--- src/rtl/if_stage_btb.sv ---
// if_stage_btb
//   Instruction-fetch stage. Owns the PC, drives the instruction-memory address
//   and predicts the next PC with a direct-mapped BTB that holds a 2-bit
//   saturating counter per entry. The fetched instruction is registered into
//   the IF/ID boundary together with its PC, PC+4 and the prediction bit.
//
//   Optional feature macro: BTB_FWD_EN
//     If it is defined, a BTB update whose index matches this cycle's lookup
//     index is bypassed into the lookup, so the prediction sees the post-update
//     entry. If it is undefined, the lookup always reads the registered entry.
//
// Ports
//   clk               clock, rising edge
//   rstn              asynchronous active-low reset
//   stall             holds the PC and the IF/ID registers
//   pc_change_EX      redirect from EX; takes priority over stall
//   pc_nxt_EX [31:0]  redirect target
//   record_we         write branch history this cycle
//   record_data       resolved outcome (1 = taken)
//   record_pc [31:0]  PC of the resolved instruction
//   record_pc_result  resolved next PC (the target when taken)
//   imem_addr [31:0]  instruction-memory address (= PC register)
//   imem_data [31:0]  instruction read of imem_addr
//   pc_IF, pc_4_IF, inst_IF, predict_IF   IF/ID registers

module if_stage_btb #(
    parameter int          BTB_IDX_W = 4,
    parameter logic [31:0] RESET_PC  = 32'h0000_0000,
    parameter logic [31:0] NOP_INST  = 32'h0000_0013
) (
    input  logic        clk,
    input  logic        rstn,
    input  logic        stall,
    input  logic        pc_change_EX,
    input  logic [31:0] pc_nxt_EX,
    input  logic        record_we,
    input  logic        record_data,
    input  logic [31:0] record_pc,
    input  logic [31:0] record_pc_result,
    output logic [31:0] imem_addr,
    input  logic [31:0] imem_data,
    output logic [31:0] pc_IF,
    output logic [31:0] pc_4_IF,
    output logic [31:0] inst_IF,
    output logic        predict_IF
);

    localparam int ENTRIES = 1 << BTB_IDX_W;
    localparam int TAG_W   = 30 - BTB_IDX_W;

    logic [31:0]          pc;
    logic                 btb_valid  [ENTRIES];
    logic [TAG_W-1:0]     btb_tag    [ENTRIES];
    logic [31:0]          btb_target [ENTRIES];
    logic [1:0]           btb_cnt    [ENTRIES];

    logic [BTB_IDX_W-1:0] look_idx;
    logic [TAG_W-1:0]     look_tag;
    logic [BTB_IDX_W-1:0] upd_idx;
    logic [TAG_W-1:0]     upd_tag;
    logic                 upd_hit;
    logic                 upd_wr;
    logic                 new_valid;
    logic [TAG_W-1:0]     new_tag;
    logic [31:0]          new_target;
    logic [1:0]           new_cnt;

    logic                 ent_valid;
    logic [TAG_W-1:0]     ent_tag;
    logic [31:0]          ent_target;
    logic [1:0]           ent_cnt;
    logic                 hit;
    logic                 pred_taken;
    logic [31:0]          pc_plus4;
    logic [31:0]          next_pc;

    assign imem_addr = pc;
    assign look_idx  = pc[BTB_IDX_W+1:2];
    assign look_tag  = pc[31:BTB_IDX_W+2];
    assign upd_idx   = record_pc[BTB_IDX_W+1:2];
    assign upd_tag   = record_pc[31:BTB_IDX_W+2];
    assign upd_hit   = btb_valid[upd_idx] && (btb_tag[upd_idx] == upd_tag);

    // New contents of the entry addressed by record_pc. A not-taken miss
    // never allocates; a taken miss replaces whatever was in the slot.
    always_comb begin
        upd_wr     = 1'b0;
        new_valid  = btb_valid[upd_idx];
        new_tag    = btb_tag[upd_idx];
        new_target = btb_target[upd_idx];
        new_cnt    = btb_cnt[upd_idx];
        if (record_we) begin
            if (upd_hit) begin
                upd_wr = 1'b1;
                if (record_data) begin
                    new_cnt    = (btb_cnt[upd_idx] == 2'b11) ? 2'b11 : btb_cnt[upd_idx] + 2'b01;
                    new_target = record_pc_result;
                end else begin
                    new_cnt    = (btb_cnt[upd_idx] == 2'b00) ? 2'b00 : btb_cnt[upd_idx] - 2'b01;
                end
            end else if (record_data) begin
                upd_wr     = 1'b1;
                new_valid  = 1'b1;
                new_tag    = upd_tag;
                new_target = record_pc_result;
                new_cnt    = 2'b10;
            end
        end
    end

    always_comb begin
        ent_valid  = btb_valid[look_idx];
        ent_tag    = btb_tag[look_idx];
        ent_target = btb_target[look_idx];
        ent_cnt    = btb_cnt[look_idx];
`ifdef BTB_FWD_EN
        if (upd_wr && (upd_idx == look_idx)) begin
            ent_valid  = new_valid;
            ent_tag    = new_tag;
            ent_target = new_target;
            ent_cnt    = new_cnt;
        end
`endif
    end

    assign hit        = ent_valid && (ent_tag == look_tag);
    assign pred_taken = hit && ent_cnt[1];
    assign pc_plus4   = pc + 32'd4;
    assign next_pc    = pred_taken ? ent_target : pc_plus4;

    always_ff @(posedge clk or negedge rstn) begin
        if (!rstn) begin
            pc         <= RESET_PC;
            pc_IF      <= 32'd0;
            pc_4_IF    <= 32'd0;
            inst_IF    <= NOP_INST;
            predict_IF <= 1'b0;
        end else if (pc_change_EX) begin
            pc         <= pc_nxt_EX;
            pc_IF      <= 32'd0;
            pc_4_IF    <= 32'd0;
            inst_IF    <= NOP_INST;
            predict_IF <= 1'b0;
        end else if (!stall) begin
            pc         <= next_pc;
            pc_IF      <= pc;
            pc_4_IF    <= pc_plus4;
            inst_IF    <= imem_data;
            predict_IF <= pred_taken;
        end
    end

    // History updates are independent of stall and redirect.
    always_ff @(posedge clk or negedge rstn) begin
        if (!rstn) begin
            for (int i = 0; i < ENTRIES; i++) begin
                btb_valid[i]  <= 1'b0;
                btb_tag[i]    <= '0;
                btb_target[i] <= 32'd0;
                btb_cnt[i]    <= 2'b00;
            end
        end else if (upd_wr) begin
            btb_valid[upd_idx]  <= new_valid;
            btb_tag[upd_idx]    <= new_tag;
            btb_target[upd_idx] <= new_target;
            btb_cnt[upd_idx]    <= new_cnt;
        end
    end

endmodule

--- config.mk ---
export PLATFORM = sky130hd
export DESIGN_NAME = if_stage_btb
export DESIGN_NICKNAME = d
export VERILOG_FILES = /design/src/rtl/if_stage_btb.sv
export SDC_FILE = /design/constraint.sdc
export NUM_CORES = 2
export LEC_CHECK = 0
export CAP_MARGIN = 20
export CORE_MARGIN = 2
export CORE_UTILIZATION = 45
export CTS_CLUSTER_DIAMETER = 100
export DETAILED_ROUTE_END_ITERATION = 8
export GPL_TIMING_DRIVEN = 0
export HOLD_SLACK_MARGIN = 0.03
export PLACE_DENSITY = 0.69
export RECOVER_POWER = 100
export SLEW_MARGIN = 20
export SYNTH_ARGS = -nofsm -noshare
export SYNTH_HDL_FRONTEND = slang
export SYNTH_SLANG_ARGS = --single-unit
--- constraint.sdc ---
create_clock -name clk -period 9.3 [get_ports clk]
set_input_delay 0.93 -clock clk [delete_from_list [all_inputs] [get_ports clk]]
set_output_delay 0.93 -clock clk [all_outputs]
set_load 0.05 [all_outputs]
==> impl_results.md <==
* Clock Sinks at 1,103
* Clock transition at the registers of the reported paths at 0.07 ns
* Final Max Slew Viols at 596
* CP max stage delay at 1.05 ns
* Final WS setup at -0.0437 ns
* Clock skew at 0.0576 ns
* Final hold vios at 0
* Multi-input gate area at 31,400 um2
* Initial Util at 45.3%
* First-pass DRT Iterations at 6
* P_leak at 31.3 nW
* Clock Tree Buf Depth at 3
* Port Buf Inserts at 254
* Post-synth EDFFs at 0
* Crit path max-delay family: buffers and inverters
* Storage cell area at 27,600 um2
* Finished Layout Cells at 6,783
* P per Cell Area at 214 nW/um2
* Via-to-Cell Ratio at 6.92
* Max Cap Viol at 6
* Initial antenna violation count at 18
* Core Area at 135,000 um2
* CP Buf/Inv Count at 8
* Global placement routability congestion at 1.04
* Layout area overhead at 14.5%
* First-pass GRT wire length at 362,000 um
* Syn Inst Count at 4,504
* Die area at 139,000 um2
* Post-layout min period at 9.34 ns
* Fin util at 51.9%
* Failing checks: max-capacitance violations, max-slew violations, negative setup slack
* Num CTS Buffers at 119
* Synthesized flop and latch total at 1,103
* RSZ-0062 raised after global routing: no
* Top FF cell, synth: dfrtp_1
* Max FO, Critical Path at 10
* Net count after synthesis at 4,639
* Syn_area_per_cell at 13.6 um2
* Kind of critical path: reg -> reg
* Die Y at 373 um
* Least-Margin Pin Slew at 3.80 ns
* Cells after DPL at 6,552
* Routed len/inst at 38.3 um
* Largest net degree at the start of global routing at 146
* Final nets at 5,030
* Slowest CP cell: clkbuf_1
* Tcrit/Tclk final at 100%
* Distinct cells, synth at 85
* Io pins at 263
* Max-Slew Margin vs Limit at -153%
* # setup viols final at 1
* Grt ovf at 0
* Max IR drop VDD at 0.177 mV
* Routed WL at 260,000 um
* Share of layout cells above drive strength 1 at 37.3%
* CP Data Required Time at 9.94 ns
* R2r setup slk at -0.04 ns
* Number of core rows at 135
* Vias in the first global route at 46,500
* CP Launch Type: register
* CTS tree: built
* Drt drc at 0
* H-tree Lvls at 3
* Worst Hold Class: reg -> reg
* CP arrival at 9.98 ns
* WHS Path Cells at 1
* Root buf cell: clkbuf_16
* Synth warn at 0
* Total GRT Usage at 36.8%
* Power after layout at 0.0150 W
* Layout fillers at 11,500
* Clk Latency, worst-skew pair at 0.82 ns
* DR vias at 46,900
* Status: finished, violations left
* Ys async rst share at 100%
* ANT nets after route at 0
* Seq/Total Area, Yosys at 45.0%
* Die width at 373 um
* Mapped Area at 61,300 um2
* Half-perimeter wire length after placement at 182,000 um
* FF-to-FF path depth at 13
* CP Capture Type: register
* F_max at 107 MHz
* Post_cts resized at 0
* CP dominant cell by count: clkbuf_1
* DRT iter0 DRCs at 6,607
* WP depth at 13
* Worst path cell trace: buf_2 > clkbuf_1 > clkbuf_1 > clkbuf_1 > clkbuf_1 > clkbuf_1 > clkbuf_1 > clkbuf_1 > mux4_2 > a22oi_1 > nand3_1 > nor2_1 > nor3_1
-- stage by stage --
stage | instance area [um2] | TNS [ns] | hold slack (ns) | setup slack, ns
5_1_grt | 70200 | 0 | 0.524 | 0.370
2_1_floorplan | 61300 | 0 | 0.444 | 4.69
6_report | 70200 | -0.0437 | 0.497 | -0.0437
4_1_cts | 70400 | 0 | 0.496 | 0.634
3_3_place_gp | 66100 | - | 0.473 | -43.78
3_5_place_dp | 66400 | 0 | 0.482 | 0.462
-- cell families after synthesis --
group | after synthesis | synth area share (%)
XOR/XNOR | 57 | 0.814
AO/OA/AOI/OAI | 444 | 5.36
AND/OR/NAND/NOR | 644 | 5.18
flip-flops | 1103 | 45.0
adder cells (fa/ha/maj) | 1 | 0.0204
multiplexers | 1757 | 39.8
buffers and inverters | 498 | 3.79
-- flip-flops by register name, summed over array words and instances (netlist names) --
register and flops:
btb_cnt 32, btb_tag 416, pc_IF 32, inst_IF 32
pc_4_IF 30, predict_IF 1, btb_valid 16, btb_target 512
imem_addr 32
-- synthesized netlist by cell type, types with 19 or more instances --
cell / n / area share (%)
nor4b_1: 21 / 0.30
a221oi_1: 44 / 0.63
nand3_1: 58 / 0.47
clkbuf_1: 194 / 1.2
nand2b_1: 28 / 0.29
xnor2_1: 38 / 0.54
buf_1: 47 / 0.29
inv_1: 54 / 0.33
buf_4: 57 / 0.70
and2_1: 23 / 0.23
buf_2: 131 / 1.1
a22oi_1: 69 / 0.84
mux2i_1: 304 / 5.0
mux4_2: 444 / 16
xor2_1: 19 / 0.27
a21oi_1: 61 / 0.50
nor2_1: 191 / 1.2
nor3_1: 36 / 0.29
a31oi_1: 35 / 0.36
nand2_1: 158 / 0.97
dfrtp_1: 1100 / 45
and3_1: 25 / 0.26
nand4_1: 22 / 0.22
o21ai_0: 54 / 0.44
mux2_2: 999 / 18
-- final cells by class --
cell class / count / share of cell area, %
timing repair buffer: 270 / 3.92
sequential: 1103 / 39.3
buffer: 439 / 2.92
tap: 1781 / 3.17
clock buffer: 185 / 5.11
antenna: 12 / 0.0428
clock inverter: 31 / 0.529
inverter: 59 / 0.315
multi-input combinational: 2903 / 44.7
-- repair_timing --
action                    4_1_cts  5_1_grt
hold endpoints to repair       29        0
buffers inserted                0        0
hold buffers                    1        0
-- cell usage in the layout (no fill, tap or decap), types with 15 or more instances in the layout --
cell type and instances:
clkdlybuf4s50_1 123, a22oi_1 69, mux4_2 444, a31oi_1 35, a21oi_1 61, mux2_2 999
nand4_1 22, and3_1 25, clkbuf_1 265, clkinv_2 18, buf_4 46, a22o_1 17
buf_1 23, buf_2 95, xor2_1 19, inv_1 54, nand2b_1 28, a221oi_1 44
dlygate4sd3_1 131, nor2_1 190, nand3_1 58, nor3_1 36, and2_1 21, clkbuf_8 36
dfrtp_1 1100, nor2b_1 15, nor4b_1 21, mux2i_1 303, o21ai_0 54, nand2_1 158
clkbuf_16 119, xnor2_1 38, clkbuf_2 36, o22ai_1 17
-- per-layer routing --
| layer | global-route usage, % | up-vias | share of wire (%) |
|---|---|---|---|
| met1 | 47.9 | 24700 | 37 |
| met4 | 22.6 | 8 | 7.4 |
| met3 | 12.0 | 878 | 12 |
| met2 | 53.4 | 3303 | 43 |
| met5 | 0 | - | 0.018 |
| li1 | - | 18000 | - |
-- worst paths after layout --
path | to | startpoint
worst max-delay path | imem_addr[18]$_DFFE_PN0P_ | imem_addr[3]$_DFFE_PN0P_
worst min-delay path | btb_valid[6]$_DFFE_PN0P_ | btb_valid[6]$_DFFE_PN0P_
worst max register to register | imem_addr[18]$_DFFE_PN0P_ | imem_addr[3]$_DFFE_PN0P_
worst min register to register | btb_valid[6]$_DFFE_PN0P_ | btb_valid[6]$_DFFE_PN0P_
max in group asynchronous | btb_tag[350]$_DFFE_PN0P_ | rstn
min in group asynchronous | btb_target[44]$_DFFE_PN0P_ | rstn
-- power by group --
group          total [W]  switching, W  internal [W]
Combinational    0.00404       0.00233       0.00171
Clock            0.00489       0.00216       0.00274
Sequential       0.00609      0.000584       0.00551
Total             0.0150       0.00507       0.00996
Note: power is estimated with default switching activity, not from simulation.
